### src/rtl/id_free_list_if.sv
// Alloc/free handshake and status bundle between the ID pool and its users.
interface id_free_list_if #(
    parameter int NUM_IDS = 16
);
    localparam int IdWidth  = $clog2(NUM_IDS);
    localparam int CntWidth = $clog2(NUM_IDS + 1);

    logic                flush;
    logic                alloc_req;
    logic                alloc_gnt;
    logic [IdWidth-1:0]  alloc_id;
    logic                free_valid;
    logic [IdWidth-1:0]  free_id;
    logic [NUM_IDS-1:0]  busy;
    logic [CntWidth-1:0] count;
    logic                full;
    logic                empty;
    logic                err;

    modport master (
        output flush, alloc_req, free_valid, free_id,
        input  alloc_gnt, alloc_id, busy, count, full, empty, err
    );

    modport slave (
        input  flush, alloc_req, free_valid, free_id,
        output alloc_gnt, alloc_id, busy, count, full, empty, err
    );
endinterface

### src/rtl/id_free_list.sv
// ID pool allocator: grants lowest free ID combinationally, state updates one edge later.
// Frees are always accepted; alloc is withheld while full or flushing.
module id_free_list_lzc #(
    parameter int WIDTH = 16,
    parameter bit MODE  = 1'b0,
    localparam int CntW = $clog2(WIDTH)
) (
    input  logic [WIDTH-1:0] in_i,
    output logic [CntW-1:0]  cnt_o,
    output logic             empty_o
);
    logic [WIDTH-1:0] in_sel;

    always_comb begin
        in_sel = in_i;
        if (MODE) begin
            for (int i = 0; i < WIDTH; i++) in_sel[i] = in_i[WIDTH-1-i];
        end
    end

    // Scan from the top so the lowest set bit wins; all-zero input yields WIDTH-1.
    always_comb begin
        cnt_o = CntW'(WIDTH - 1);
        for (int i = WIDTH - 1; i >= 0; i--) begin
            if (in_sel[i]) cnt_o = CntW'(i);
        end
    end

    assign empty_o = ~|in_i;
endmodule

module id_free_list #(
    parameter int NUM_IDS = 16,
    localparam int IdWidth  = $clog2(NUM_IDS),
    localparam int CntWidth = $clog2(NUM_IDS + 1)
) (
    input  logic         clk_i,
    input  logic         rst_ni,
    id_free_list_if.slave bus
);
    generate
        if (NUM_IDS < 2) begin : g_bad_num_ids
            $error("id_free_list: NUM_IDS must be at least 2");
        end
    endgenerate

    logic [NUM_IDS-1:0]      busy_q, busy_d;
    logic [CntWidth-1:0]     count_q, count_d;
    logic                    err_q, err_d;
    logic [IdWidth-1:0]      free_idx;
    logic                    full;
    logic                    gnt;
    logic                    legal_free;
    logic [(2**IdWidth)-1:0] busy_ext;
    logic [NUM_IDS-1:0]      gnt_mask, free_mask;

    id_free_list_lzc #(
        .WIDTH (NUM_IDS),
        .MODE  (1'b0)
    ) u_lzc (
        .in_i    (~busy_q),
        .cnt_o   (free_idx),
        .empty_o (full)
    );

    // Out-of-range IDs map onto zero padding, so they read as not busy and fail legality.
    always_comb begin
        busy_ext              = '0;
        busy_ext[NUM_IDS-1:0] = busy_q;
    end

    assign gnt        = bus.alloc_req & ~full & ~bus.flush;
    assign legal_free = bus.free_valid & busy_ext[bus.free_id];
    assign gnt_mask   = NUM_IDS'(gnt) << free_idx;
    assign free_mask  = NUM_IDS'(legal_free) << bus.free_id;

    always_comb begin
        busy_d  = (busy_q | gnt_mask) & ~free_mask;
        count_d = count_q + CntWidth'(gnt) - CntWidth'(legal_free);
        err_d   = bus.free_valid & ~legal_free;
        if (bus.flush) begin
            busy_d  = '0;
            count_d = '0;
            err_d   = 1'b0;
        end
    end

    always_ff @(posedge clk_i or negedge rst_ni) begin
        if (!rst_ni) begin
            busy_q  <= '0;
            count_q <= '0;
            err_q   <= 1'b0;
        end else begin
            busy_q  <= busy_d;
            count_q <= count_d;
            err_q   <= err_d;
        end
    end

    assign bus.alloc_gnt = gnt;
    assign bus.alloc_id  = free_idx;
    assign bus.busy      = busy_q;
    assign bus.count     = count_q;
    assign bus.full      = full;
    assign bus.empty     = (count_q == '0);
    assign bus.err       = err_q;

    a_count_matches_busy: assert property (@(posedge clk_i) disable iff (!rst_ni)
        count_q == CntWidth'($countones(busy_q)));

    a_gnt_targets_free_id: assert property (@(posedge clk_i) disable iff (!rst_ni)
        gnt |-> !busy_q[free_idx]);
endmodule

### src/flat_wrapper.sv
// flat-port wrapper written by rule: the top's interface ports become plain ports
module id_free_list_flat 
#(
    parameter int NUM_IDS = 16,
    localparam int IdWidth  = $clog2(NUM_IDS),
    localparam int CntWidth = $clog2(NUM_IDS + 1)
)
  (clk_i, rst_ni, bus_flush, bus_alloc_req, bus_free_valid, bus_free_id, bus_alloc_gnt, bus_alloc_id, bus_busy, bus_count, bus_full, bus_empty, bus_err);
  id_free_list_if #(.NUM_IDS(NUM_IDS)) bus_i ();
  input  logic clk_i;
  input  logic rst_ni;
  input wire logic [$bits(bus_i.flush)-1:0] bus_flush;
  input wire logic [$bits(bus_i.alloc_req)-1:0] bus_alloc_req;
  input wire logic [$bits(bus_i.free_valid)-1:0] bus_free_valid;
  input wire logic [$bits(bus_i.free_id)-1:0] bus_free_id;
  output wire logic [$bits(bus_i.alloc_gnt)-1:0] bus_alloc_gnt;
  output wire logic [$bits(bus_i.alloc_id)-1:0] bus_alloc_id;
  output wire logic [$bits(bus_i.busy)-1:0] bus_busy;
  output wire logic [$bits(bus_i.count)-1:0] bus_count;
  output wire logic [$bits(bus_i.full)-1:0] bus_full;
  output wire logic [$bits(bus_i.empty)-1:0] bus_empty;
  output wire logic [$bits(bus_i.err)-1:0] bus_err;
  assign bus_i.flush = bus_flush;
  assign bus_i.alloc_req = bus_alloc_req;
  assign bus_i.free_valid = bus_free_valid;
  assign bus_i.free_id = bus_free_id;
  assign bus_alloc_gnt = bus_i.alloc_gnt;
  assign bus_alloc_id = bus_i.alloc_id;
  assign bus_busy = bus_i.busy;
  assign bus_count = bus_i.count;
  assign bus_full = bus_i.full;
  assign bus_empty = bus_i.empty;
  assign bus_err = bus_i.err;
  id_free_list #(.NUM_IDS(NUM_IDS)) u_core (.clk_i(clk_i), .rst_ni(rst_ni), .bus(bus_i));
endmodule
### config.mk
export PLATFORM = sky130hd
export DESIGN_NAME = id_free_list_flat
export DESIGN_NICKNAME = d
export VERILOG_FILES = /design/src/rtl/id_free_list_if.sv /design/src/rtl/id_free_list.sv /design/src/flat_wrapper.sv
export SDC_FILE = /design/constraint.sdc
export NUM_CORES = 1
export LEC_CHECK = 0
export CORE_MARGIN = 2
export CORE_UTILIZATION = 53
export CTS_CLUSTER_SIZE = 40
export DETAILED_ROUTE_END_ITERATION = 12
export PLACE_DENSITY_LB_ADDON = 0.1
export SETUP_SLACK_MARGIN = 0.4
export SLEW_MARGIN = 20
export SYNTH_ARGS = -nofsm -noshare
export SYNTH_HDL_FRONTEND = slang
export SYNTH_SLANG_ARGS = --single-unit
### constraint.sdc
create_clock -name clk_i -period 7.77 [get_ports clk_i]
set_clock_uncertainty 0.2 [all_clocks]
set_input_delay 0.777 -clock clk_i [delete_from_list [all_inputs] [get_ports clk_i]]
set_output_delay 0.777 -clock clk_i [all_outputs]
set_load 0.02 [all_outputs]
==> impl_metrics.sql, run 1 <==
INSERT INTO impl_metrics (metric_group, metric, value, unit) VALUES
('die', 'fp.dieW', '58.3', 'um'),
('clock_tree', 'root_buffer', 'sky130_fd_sc_hd__clkbuf_4', ''),
('synthesis', 'count_of_warnings_emitted_by_yosys', '0', ''),
('worst_setup_path', 'worstSetupPathType', 'input pin to flop', ''),
('placement', 'buffer_ports.inserted', '37', ''),
('clock_tree', 'cts_made_buffers', '3', ''),
('finish', 'layout.cells.most_common', 'sky130_fd_sc_hd__clkdlybuf4s50_1', ''),
('power', 'power-per-cell-area', '139', 'nW/um^2'),
('global_routing', 'grt_first_pass_wirelength', '6470', 'um'),
('worst_setup_path', 'endpoint_kind', 'flop', ''),
('worst_setup_path', 'arrival_time_worst_endpoint', '4.37', 'ns'),
('clock_tree', 'cts_max_path_buffers', '2', ''),
('global_routing', 'grt_start_max_net_pins', '26', ''),
('sta', 'maxSlewHeadroom', '33.9', '%'),
('global_routing', 'grtUsageTotal', '24.9', '%'),
('worst_setup_path', 'critPathMaxFanout', '13', ''),
('synthesis', 'synth_seq_area_share', '35.3', '%'),
('placement', 'routabilityCongestion', '0.874', ''),
('synthesis', 'mappedNetlistNets', '173', ''),
('global_routing', 'grt_antenna_before_repair', '0', ''),
('detailed_routing', 'vias', '1420', ''),
('sta', 'tightestPinTransition', '0.988', 'ns'),
('synthesis', 'synthCells', '157', ''),
('sta', 'unrepaired_setup_endpoints_after_global_routing', 'false', ''),
('sta', 'slew_violations', '0', ''),
('worst_setup_path', 'cpMostUsedCell', 'sky130_fd_sc_hd__inv_1', ''),
('power', 'ir_worst_vdd', '107', 'uV'),
('die', 'die_y', '58.3', 'um'),
('synthesis', 'syn_avg_cell_area', '9.94', 'um^2'),
('sta', 'post-route-period-util', '56.0', '%'),
('die', 'rows', '19', ''),
('worst_setup_path', 'worstReg2RegStart', 'u_core.bus.busy[1]$_DFF_PN0_', ''),
('clock_tree', 'clkSlewWorstSetupHoldPaths', '0.13', 'ns'),
('worst_setup_path', 'r2r_setup_slack', '4.27', 'ns'),
('sta', 'number_of_hold_violations_in_the_final_report', '0', ''),
('sta', 'final_period_minus_worst_setup_slack', '4.35', 'ns'),
('clock_tree', 'clock_tree.htree_level_count', '1', ''),
('worst_setup_path', 'timing.critical_path.max_delay_family', 'multiplexers', ''),
('global_routing', 'first_global_vias', '1377', ''),
('sta', 'setup_violations', '0', ''),
('synthesis', 'synth.area.top_cells', 'sky130_fd_sc_hd__dfrtp_1 (35%), sky130_fd_sc_hd__ha_1 (4.8%), sky130_fd_sc_hd__mux4_2 (4.3%), sky130_fd_sc_hd__nor2_1 (4.1%), sky130_fd_sc_hd__mux4_1 (3.4%)', ''),
('clock_tree', 'clkSinkCount', '22', ''),
('die', 'core_area', '2780', 'um^2'),
('hold_path', 'hp-class', 'input pin to async pin', ''),
('power', 'static-leakage-power', '0.789', 'nW'),
('sta', 'timing.hold.ws', '0.215', 'ns'),
('synthesis', 'mappedNetlistArea', '1560', 'um^2'),
('clock_tree', 'post_cts_resize_count', '0', ''),
('synthesis', 'async_flop_share', '100', '%'),
('detailed_routing', 'detailedRoute.firstPassIterationCount', '4', ''),
('detailed_routing', 'route.antenna.remaining_nets', '0', ''),
('status', 'outcome', 'finished, final reports clean', ''),
('sta', 'timing.setup.tns', '0', 'ns'),
('synthesis', 'netlist.area_leader.share', '35.3', '%'),
('finish', 'finish.net_count', '210', ''),
('die', 'initial_utilization', '56.1', '%'),
('synthesis', 'ys_ff_latch', '22', ''),
('clock_tree', 'insertion_delay', '0.31', 'ns'),
('synthesis', 'synth_largest_area_cell', 'sky130_fd_sc_hd__dfrtp_1', ''),
('synthesis', 'ys.flop_type', 'sky130_fd_sc_hd__dfrtp_1', ''),
('finish', 'area.growth.synth_to_final', '25.5', '%'),
('synthesis', 'synth-edff-count', '0', ''),
('worst_setup_path', 'cp_max_stage_delay', '0.77', 'ns'),
('worst_setup_path', 'critical_path_buf_inv_count', '4', ''),
('run', 'cap_violations', '0', ''),
('finish', 'layout_common_cells', 'sky130_fd_sc_hd__clkdlybuf4s50_1 (36), sky130_fd_sc_hd__dfrtp_1 (22), sky130_fd_sc_hd__nor2_1 (17)', ''),
('clock_tree', 'cts.repair_timing.setup_buffer_count', '0', ''),
('worst_setup_path', 'crit-reg2reg-capture', 'u_core.bus.count[4]$_DFF_PN0_', ''),
('worst_setup_path', 'crit_required', '7.80', 'ns'),
('finish', 'n_antenna_cell', '0', ''),
('synthesis', 'synth_cell_type_count', '51', '');
through the flow:
stage                     cells  total power [mW]  area (um^2)  util (%)  setup slack (ns)
final                       224             0.272         1960      70.4              3.42
after global routing        224             0.285         1960      70.4              3.22
after CTS                   224             0.272         1960      70.6              3.42
after detailed placement    220             0.209         1930      69.3              3.10
after global placement      220             0.206         1930      69.3              3.26
after floorplan             157             0.176         1560         -              4.16
logic make-up (layout without fill, tap and decap cells):
group	after synthesis	after routing	synth area share [%]
and+or+nand+nor	61	61	23.2
AOI/OAI and AO/OA	40	40	20.0
DFF	22	22	35.3
buffers and inverters	19	55	6.09
adders and majority gates	7	7	6.09
muxes	5	5	7.70
xor gates and xnor gates	3	3	1.68
worst register-to-register path: cells and delay by family (launching register included):
family                   cells  cell delay (ns)
buffers and inverters        3             0.16
AND/OR/NAND/NOR              3             0.59
AO/OA/AOI/OAI                2             0.30
adder cells (fa/ha/maj)      3             0.66
multiplexers                 2             1.01
flip-flops                   1             0.51
Yosys cell counts (2+ instances only):
library cell / n
sky130_fd_sc_hd__xor2_1: 2
sky130_fd_sc_hd__nand2_1: 11
sky130_fd_sc_hd__o21a_1: 5
sky130_fd_sc_hd__nor2b_1: 5
sky130_fd_sc_hd__inv_1: 13
sky130_fd_sc_hd__nor3_1: 5
sky130_fd_sc_hd__ha_1: 6
sky130_fd_sc_hd__nor3b_2: 2
sky130_fd_sc_hd__o21ai_0: 3
sky130_fd_sc_hd__a211oi_1: 4
sky130_fd_sc_hd__nand4_1: 3
sky130_fd_sc_hd__and2_1: 3
sky130_fd_sc_hd__dfrtp_1: 22
sky130_fd_sc_hd__a21oi_2: 2
sky130_fd_sc_hd__buf_6: 3
sky130_fd_sc_hd__nor2_1: 17
sky130_fd_sc_hd__nand3b_1: 2
sky130_fd_sc_hd__mux4_1: 2
sky130_fd_sc_hd__a311oi_1: 4
sky130_fd_sc_hd__a21oi_1: 10
sky130_fd_sc_hd__mux4_2: 3
final cells by class:
class,instances,area (um^2)
multi-input combinational,116,915
fill,213,823
sequential,22,551
timing repair buffer,37,365
inverter,14,52.6
tap,31,38.8
clock buffer,4,36.3
registers in the layout, summed over array words and instances (netlist names):
register	flops
u_core.bus.count	5
u_core.bus.err	1
u_core.bus.busy	16
worst max path at each step:
stage          depth (start not counted)                             to           start
2_1_floorplan                         13  u_core.bus.count[4]$_DFF_PN0_  bus_free_id[0]
3_3_place_gp                          14  u_core.bus.count[4]$_DFF_PN0_  bus_free_id[0]
3_5_place_dp                          14  u_core.bus.count[4]$_DFF_PN0_  bus_free_id[0]
4_1_cts                               14  u_core.bus.count[4]$_DFF_PN0_  bus_free_id[0]
5_1_grt                               14  u_core.bus.count[4]$_DFF_PN0_  bus_free_id[0]
6_report                              14  u_core.bus.count[4]$_DFF_PN0_  bus_free_id[0]
metal layers:
metal | GRT usage (%) | share of wire, % | up-vias
li1 | - | - | 650
met1 | 34.1 | 42 | 693
met2 | 42.4 | 50 | 67
met3 | 2.23 | 6.0 | 10
met4 | 6.98 | 2.0 | 0
met5 | 0 | 0 | -
where the power goes:
| part | total [mW] | internal, mW | switching (mW) | leakage (nW) |
|---|---|---|---|---|
| Sequential | 0.126 | 0.120 | 0.00627 | 0.303 |
| Clock | 0.0653 | 0.0286 | 0.0367 | 0.0210 |
| Combinational | 0.0802 | 0.0371 | 0.0431 | 0.466 |
| Total | 0.272 | 0.186 | 0.0860 | 0.789 |
Note: power is estimated with default switching activity, not from simulation.
==> inputs of run 2 (changes only) <==
--- a/config.mk
+++ b/config.mk
@@ -6,7 +6,7 @@
 export NUM_CORES = 1
 export LEC_CHECK = 0
 export CORE_MARGIN = 2
-export CORE_UTILIZATION = 53
+export CORE_UTILIZATION = 49
 export CTS_CLUSTER_SIZE = 40
 export DETAILED_ROUTE_END_ITERATION = 12
 export PLACE_DENSITY_LB_ADDON = 0.1
==> constraint.sdc (replaced) <==
create_clock -name clk_i -period 4.4 [get_ports clk_i]
set_clock_uncertainty 0.2 [all_clocks]
set_input_delay 0.44 -clock clk_i [delete_from_list [all_inputs] [get_ports clk_i]]
set_output_delay 0.44 -clock clk_i [all_outputs]
set_load 0.02 [all_outputs]
==> run 2 against run 1 <==
Against the previous run: final area is 2.5% higher; routed wire length grew 1.0%; sequential power increased by 76%; total power up 75%; utilization is 4.7 points lower; die area rose by 7.6%; worst hold slack improved by 0.19 ns; sequential share of layout area is 0.68 points lower; register-to-register slack got worse by 3.3 ns; count of clock-buffer cells in the layout did not move; non-clock buffer count increased by 4.
==> impl_metrics.sql, run 2 (same netlist as run 1, synthesis figures left out) <==
INSERT INTO impl_metrics (metric_group, metric, value, unit) VALUES
('finish', 'layout.cells.most_common', 'sky130_fd_sc_hd__clkdlybuf4s50_1', ''),
('sta', 'setup_violations', '0', ''),
('clock_tree', 'root_buffer', 'sky130_fd_sc_hd__clkbuf_4', ''),
('clock_tree', 'cts.repair_timing.setup_buffer_count', '0', ''),
('sta', 'slew_violations', '0', ''),
('detailed_routing', 'route.antenna.remaining_nets', '0', ''),
('clock_tree', 'clkSinkCount', '22', ''),
('worst_setup_path', 'endpoint_kind', 'flop', ''),
('worst_setup_path', 'crit_required', '4.44', 'ns'),
('finish', 'drive_gt1_share', '13.2', '%'),
('sta', 'finalWorstSetupSlack', '0.534', 'ns'),
('global_routing', 'grt_first_pass_wirelength', '6540', 'um'),
('detailed_routing', 'detailedRoute.firstPassIterationCount', '4', ''),
('global_routing', 'gr-total-overflow', '0', ''),
('die', 'die_y', '60.4', 'um'),
('worst_setup_path', 'worst_setup_path_startpoint', 'bus_free_id[0]', ''),
('finish', 'n_antenna_cell', '0', ''),
('sta', 'tightestPinTransition', '0.496', 'ns'),
('finish', 'layout_common_cells', 'sky130_fd_sc_hd__clkdlybuf4s50_1 (36), sky130_fd_sc_hd__dfrtp_1 (22), sky130_fd_sc_hd__nor2_1 (17)', ''),
('worst_setup_path', 'r2r_setup_slack', '0.92', 'ns'),
('global_routing', 'grt_antenna_before_repair', '0', ''),
('worst_setup_path', 'critical_path.startpoint_type', 'input pin', ''),
('die', 'core_area', '3050', 'um^2'),
('die', 'fp.dieW', '60.4', 'um'),
('finish', 'largest_register_ffs', '16', ''),
('sta', 'number_of_hold_violations_in_the_final_report', '0', ''),
('finish', 'final_design_area_no_fill', '2010', 'um^2'),
('power', 'p_total', '0.476', 'mW'),
('die', 'io-pin-count', '38', ''),
('clock_tree', 'insertion_delay', '0.31', 'ns'),
('global_routing', 'grtUsageTotal', '24.5', '%'),
('die', 'initial_utilization', '51.1', '%'),
('detailed_routing', 'vias', '1382', ''),
('status', 'outcome', 'finished, final reports clean', ''),
('power', 'static-leakage-power', '0.808', 'nW'),
('detailed_routing', 'routed_wire_length_per_instance', '16.8', 'um'),
('run', 'cap_violations', '0', ''),
('clock_tree', 'clock_tree.htree_level_count', '1', ''),
('detailed_routing', 'drc', '0', ''),
('power', 'power-per-cell-area', '237', 'nW/um^2'),
('sta', 'final_period_minus_worst_setup_slack', '3.87', 'ns'),
('worst_setup_path', 'worstReg2RegStart', 'u_core.bus.busy[10]$_DFF_PN0_', ''),
('placement', 'routabilityCongestion', '0.901', ''),
('placement', 'buffer_ports.inserted', '37', ''),
('clock_tree', 'clkSlewWorstSetupHoldPaths', '0.12', 'ns'),
('sta', 'post-route-period-util', '87.9', '%'),
('sta', 'unrepaired_setup_endpoints_after_global_routing', 'false', ''),
('sta', 'timing.setup.tns', '0', 'ns'),
('detailed_routing', 'vias_per_cell', '5.73', ''),
('global_routing', 'first_global_vias', '1344', ''),
('die', 'rows', '20', ''),
('sta', 'maxSlewHeadroom', '66.9', '%'),
('worst_setup_path', 'arrival_time_worst_endpoint', '3.91', 'ns'),
('die', 'die-area', '3650', 'um^2'),
('finish', 'finish.net_count', '214', ''),
('finish', 'regArea', '551', 'um^2'),
('placement', 'dpl-instance-area', '1970', 'um^2'),
('worst_setup_path', 'worstSetupPathType', 'input pin to flop', ''),
('hold_path', 'hp-class', 'input pin to async pin', ''),
('global_routing', 'grt_start_max_net_pins', '26', ''),
('detailed_routing', 'drt_first_iter_violations', '60', ''),
('finish', 'area.growth.synth_to_final', '28.6', '%'),
('worst_setup_path', 'critPathMaxFanout', '8', ''),
('placement', 'dp.final_hpwl', '3010', 'um'),
('sta', 'achievable-frequency', '259', 'MHz'),
('clock_tree', 'tritoncts', 'done', ''),
('finish', 'fillers', '271', ''),
('placement', 'dpl_worst_slack', '0.212', 'ns'),
('clock_tree', 'cts_made_buffers', '3', ''),
('detailed_routing', 'finalWirelength', '4060', 'um'),
('worst_setup_path', 'ff2ff_path_depth', '13', ''),
('clock_tree', 'cts_max_path_buffers', '2', ''),
('finish', 'multi_input_comb_area', '915', 'um^2'),
('power', 'ir_worst_vdd', '197', 'uV');
run 2: cell count changes in the layout (fill, tap and decap cells not counted):
| cell | delta |
|---|---|
| sky130_fd_sc_hd__dlygate4sd3_1 | +1 |
| sky130_fd_sc_hd__buf_4 | +3 |
run 2: timing repair:
item / 4_1_cts / 5_1_grt
endpoints found under the hold margin: 0 / 22
resized for setup: 0 / 0
hold buffers: 0 / 1
run 2: report_power, final:
part / internal (mW) / switching [mW]
clock network: 0.0506 / 0.0622
logic: 0.0673 / 0.0738
registers: 0.212 / 0.0102
total: 0.330 / 0.146
run 2: final timing paths:
path	to
setup reg to reg	u_core.bus.count[4]$_DFF_PN0_
setup / recovery	u_core.bus.count[4]$_DFF_PN0_
hold reg to reg	u_core.bus.count[4]$_DFF_PN0_
max in group asynchronous	u_core.bus.busy[7]$_DFF_PN0_
min in group clk_i	u_core.bus.count[4]$_DFF_PN0_
hold / removal	u_core.bus.count[1]$_DFF_PN0_
run 2: metrics by stage:
step | std cells | hold slack, ns | util (%)
6_report | 241 | 0.407 | 65.7
5_1_grt | 241 | 0.440 | 65.7
4_1_cts | 240 | 0.429 | 65.6
3_5_place_dp | 236 | 0.410 | 64.4
3_3_place_gp | 236 | 0.400 | 64.4
2_1_floorplan | 157 | -0.0556 | -
run 2: area by class of cell:
cell class / instances / share of cell area [%]
clock buffer: 4 / 1.81
inverter: 14 / 2.62
multi-input combinational: 116 / 45.6
timing repair buffer: 41 / 19.8
sequential: 22 / 27.4
tap: 44 / 2.74
run 2: metal layers:
metal | vias up | routed length (um) | GRT usage (%)
met2 | 50 | 2040 | 41.3
met1 | 672 | 1690 | 32.7
met4 | 0 | 51 | 8.39
li1 | 655 | - | -
met5 | - | 0 | 0
met3 | 5 | 274 | 2.99
run 2: worst max-delay path, stage by stage:
cell                              delay [ns]
sky130_fd_sc_hd__clkdlybuf4s50_1        0.67
sky130_fd_sc_hd__mux4_1                 0.62
sky130_fd_sc_hd__mux4_2                 0.49
sky130_fd_sc_hd__and2_1                 0.18
sky130_fd_sc_hd__ha_1                   0.27
sky130_fd_sc_hd__inv_1                  0.04
sky130_fd_sc_hd__ha_1                   0.18
sky130_fd_sc_hd__inv_1                  0.07
sky130_fd_sc_hd__fa_1                   0.19
sky130_fd_sc_hd__inv_1                  0.06
sky130_fd_sc_hd__a21oi_1                0.15
sky130_fd_sc_hd__nor2_1                 0.06
sky130_fd_sc_hd__or3_1                  0.34
sky130_fd_sc_hd__a21oi_1                0.15
==> inputs of run 3 (changes only) <==
--- a/config.mk
+++ b/config.mk
@@ -9,7 +9,7 @@
 export CORE_UTILIZATION = 49
 export CTS_CLUSTER_SIZE = 40
 export DETAILED_ROUTE_END_ITERATION = 12
-export PLACE_DENSITY_LB_ADDON = 0.1
+export PLACE_DENSITY = 0.88
 export SETUP_SLACK_MARGIN = 0.4
 export SLEW_MARGIN = 20
 export SYNTH_ARGS = -nofsm -noshare
==> run 3 against run 2 <==
Against the previous run: non-clock buffer count stayed put; final area shrank 0.56%; routed wire length decreased by 4.2%; utilization decreased by 0.37 points; global-route usage down 1.2 points.
==> impl_metrics.sql, run 3 (same netlist as run 1, synthesis figures left out) <==
INSERT INTO impl_metrics (metric_group, metric, value, unit) VALUES
('status', 'outcome', 'finished, final reports clean', ''),
('clock_tree', 'clkSlewWorstSetupHoldPaths', '0.12', 'ns'),
('finish', 'layout_common_cells', 'sky130_fd_sc_hd__clkdlybuf4s50_1 (35), sky130_fd_sc_hd__dfrtp_1 (22), sky130_fd_sc_hd__nor2_1 (17)', ''),
('die', 'fp.dieW', '60.4', 'um'),
('sta', 'post-route-period-util', '82.5', '%'),
('clock_tree', 'clkSinkCount', '22', ''),
('detailed_routing', 'finalWirelength', '3890', 'um'),
('clock_tree', 'tritoncts', 'done', ''),
('finish', 'n_antenna_cell', '0', ''),
('finish', 'post-route-util', '65.4', '%'),
('sta', 'number_of_hold_violations_in_the_final_report', '0', ''),
('power', 'sequentialPowerShare', '48.8', '%'),
('finish', 'area.growth.synth_to_final', '27.9', '%'),
('power', 'total_switching_power', '0.145', 'mW'),
('die', 'rows', '20', ''),
('detailed_routing', 'vias', '1396', ''),
('power', 'clock_power_share', '20.2', '%'),
('die', 'die_y', '60.4', 'um'),
('finish', 'fillers', '255', ''),
('worst_setup_path', 'r2r_setup_slack', '0.95', 'ns'),
('detailed_routing', 'drt_first_iter_violations', '67', ''),
('global_routing', 'grtUsageTotal', '23.2', '%'),
('worst_setup_path', 'arrival_time_worst_endpoint', '3.67', 'ns'),
('die', 'core_area', '3050', 'um^2'),
('finish', 'drive_gt1_share', '12.8', '%'),
('placement', 'buffer_ports.inserted', '37', ''),
('worst_setup_path', 'crit_required', '4.44', 'ns'),
('finish', 'layout.cells.most_common', 'sky130_fd_sc_hd__clkdlybuf4s50_1', ''),
('clock_tree', 'cts_made_buffers', '3', ''),
('hold_path', 'worst_hold_path.endpoint', 'u_core.bus.busy[5]$_DFF_PN0_', ''),
('detailed_routing', 'route.antenna.remaining_nets', '0', ''),
('die', 'io-pin-count', '38', ''),
('detailed_routing', 'detailedRoute.firstPassIterationCount', '4', ''),
('die', 'initial_utilization', '51.1', '%'),
('global_routing', 'grt_antenna_before_repair', '0', ''),
('run', 'cap_violations', '0', ''),
('clock_tree', 'clock_tree.htree_level_count', '1', ''),
('hold_path', 'holdCritStartpoint', 'u_core.bus.busy[5]$_DFF_PN0_', ''),
('power', 'ir_worst_vdd', '147', 'uV'),
('global_routing', 'grt_start_max_net_pins', '26', ''),
('hold_path', 'hp-class', 'flop to flop', ''),
('placement', 'routabilityCongestion', '0.876', ''),
('sta', 'slew_violations', '0', ''),
('worst_setup_path', 'worstSetupPathType', 'input pin to flop', ''),
('finish', 'final_design_area_no_fill', '2000', 'um^2'),
('sta', 'timing.setup.tns', '0', 'ns'),
('sta', 'setup_violations', '0', ''),
('sta', 'tightestPinTransition', '0.516', 'ns'),
('worst_setup_path', 'worstReg2RegStart', 'u_core.bus.busy[9]$_DFF_PN0_', ''),
('global_routing', 'gr-total-overflow', '0', ''),
('power', 'power.share.combinational', '31.0', '%'),
('finish', 'final_cells', '240', ''),
('worst_setup_path', 'critPathMaxFanout', '12', ''),
('worst_setup_path', 'critical_path.startpoint_type', 'input pin', ''),
('hold_path', 'worst_hold_path.num_cells', '1', ''),
('sta', 'final_period_minus_worst_setup_slack', '3.63', 'ns'),
('placement', 'dpl-instance-area', '1970', 'um^2'),
('worst_setup_path', 'ff2ff_path_depth', '13', ''),
('placement', 'dp.final_hpwl', '2900', 'um'),
('power', 'static-leakage-power', '0.810', 'nW'),
('power', 'sw_frac_of_total', '31.8', '%'),
('detailed_routing', 'vias_per_cell', '5.82', ''),
('global_routing', 'first_global_vias', '1351', ''),
('finish', 'largest_register_ffs', '16', ''),
('global_routing', 'grt_first_pass_wirelength', '6350', 'um'),
('placement', 'dp.cells', '236', ''),
('clock_tree', 'root_buffer', 'sky130_fd_sc_hd__clkbuf_4', ''),
('worst_setup_path', 'endpoint_kind', 'flop', ''),
('detailed_routing', 'drc', '0', ''),
('power', 'power-per-cell-area', '228', 'nW/um^2'),
('sta', 'unrepaired_setup_endpoints_after_global_routing', 'false', ''),
('sta', 'achievable-frequency', '276', 'MHz'),
('clock_tree', 'insertion_delay', '0.31', 'ns'),
('clock_tree', 'cts_max_path_buffers', '2', ''),
('detailed_routing', 'routed_wire_length_per_instance', '16.2', 'um'),
('power', 'intPower', '0.311', 'mW'),
('finish', 'finish.net_count', '214', ''),
('worst_setup_path', 'crit-reg2reg-capture', 'u_core.bus.count[4]$_DFF_PN0_', ''),
('die', 'die-area', '3650', 'um^2'),
('sta', 'maxSlewHeadroom', '65.6', '%');
## run 3: metrics by stage
step | hold slack, ns | setup WS [ns] | power [mW]
after floorplan | -0.0556 | 1.08 | 0.310
after detailed placement | 0.388 | 0.216 | 0.367
after CTS | 0.409 | 0.545 | 0.459
final | 0.410 | 0.772 | 0.456
after global routing | 0.452 | 0.613 | 0.479
after global placement | 0.378 | 0.338 | 0.363
## run 3: layout make-up
cell class,count,area (um^2),share of cell area (%)
Clock buffer,3,22.5,1.13
Inverter,14,52.6,2.63
Multi-Input combinational cell,116,915,45.8
Sequential cell,22,551,27.6
Tap cell,44,55.1,2.76
Timing Repair Buffer,41,400,20.1
## run 3: worst max path at each step
stage / from / end / slack, ns
detailed placement: bus_free_id[0] / u_core.bus.count[4]$_DFF_PN0_ / 0.22
CTS: bus_free_id[0] / u_core.bus.count[4]$_DFF_PN0_ / 0.54
global route: bus_free_id[1] / u_core.bus.count[4]$_DFF_PN0_ / 0.61
floorplan: u_core.bus.busy[9]$_DFF_PN0_ / u_core.bus.count[4]$_DFF_PN0_ / 1.08
finish: bus_free_id[1] / u_core.bus.count[4]$_DFF_PN0_ / 0.77
global placement: bus_free_id[0] / u_core.bus.count[4]$_DFF_PN0_ / 0.34
## run 3: worst max-delay path: stages
cell	delay, ns
sky130_fd_sc_hd__clkdlybuf4s50_1	0.53
sky130_fd_sc_hd__buf_4	0.20
sky130_fd_sc_hd__mux4_2	0.32
sky130_fd_sc_hd__mux4_2	0.50
sky130_fd_sc_hd__and2_1	0.18
sky130_fd_sc_hd__ha_1	0.26
sky130_fd_sc_hd__inv_1	0.04
sky130_fd_sc_hd__ha_1	0.18
sky130_fd_sc_hd__inv_1	0.07
sky130_fd_sc_hd__fa_1	0.20
sky130_fd_sc_hd__inv_1	0.05
sky130_fd_sc_hd__a21oi_1	0.14
sky130_fd_sc_hd__nor2_1	0.06
sky130_fd_sc_hd__or3_1	0.34
sky130_fd_sc_hd__a21oi_1	0.15
## run 3: repair_timing
item,in CTS,in global routing
endpoints found under the setup margin,0,1
hold buffers,0,1
hold endpoints to repair,0,22
buffers inserted,0,0
resized for setup,0,1
## run 3: per-layer routing
layer | GRT usage, % | part of all wire, %
met5 | 0 | 0
met4 | 6.83 | 2.0
met3 | 2.77 | 6.2
met2 | 38.4 | 48
met1 | 32.4 | 43
## run 3: power groups by stage
| stage | clock (mW) | combinational, mW | sequential, mW |
|---|---|---|---|
| 2_1_floorplan | 0 | 0.0727 | 0.237 |
| 3_3_place_gp | 0 | 0.137 | 0.226 |
| 3_5_place_dp | 0 | 0.140 | 0.227 |
| 4_1_cts | 0.0951 | 0.141 | 0.223 |
| 5_1_grt | 0.102 | 0.154 | 0.224 |
| 6_report | 0.0920 | 0.141 | 0.223 |
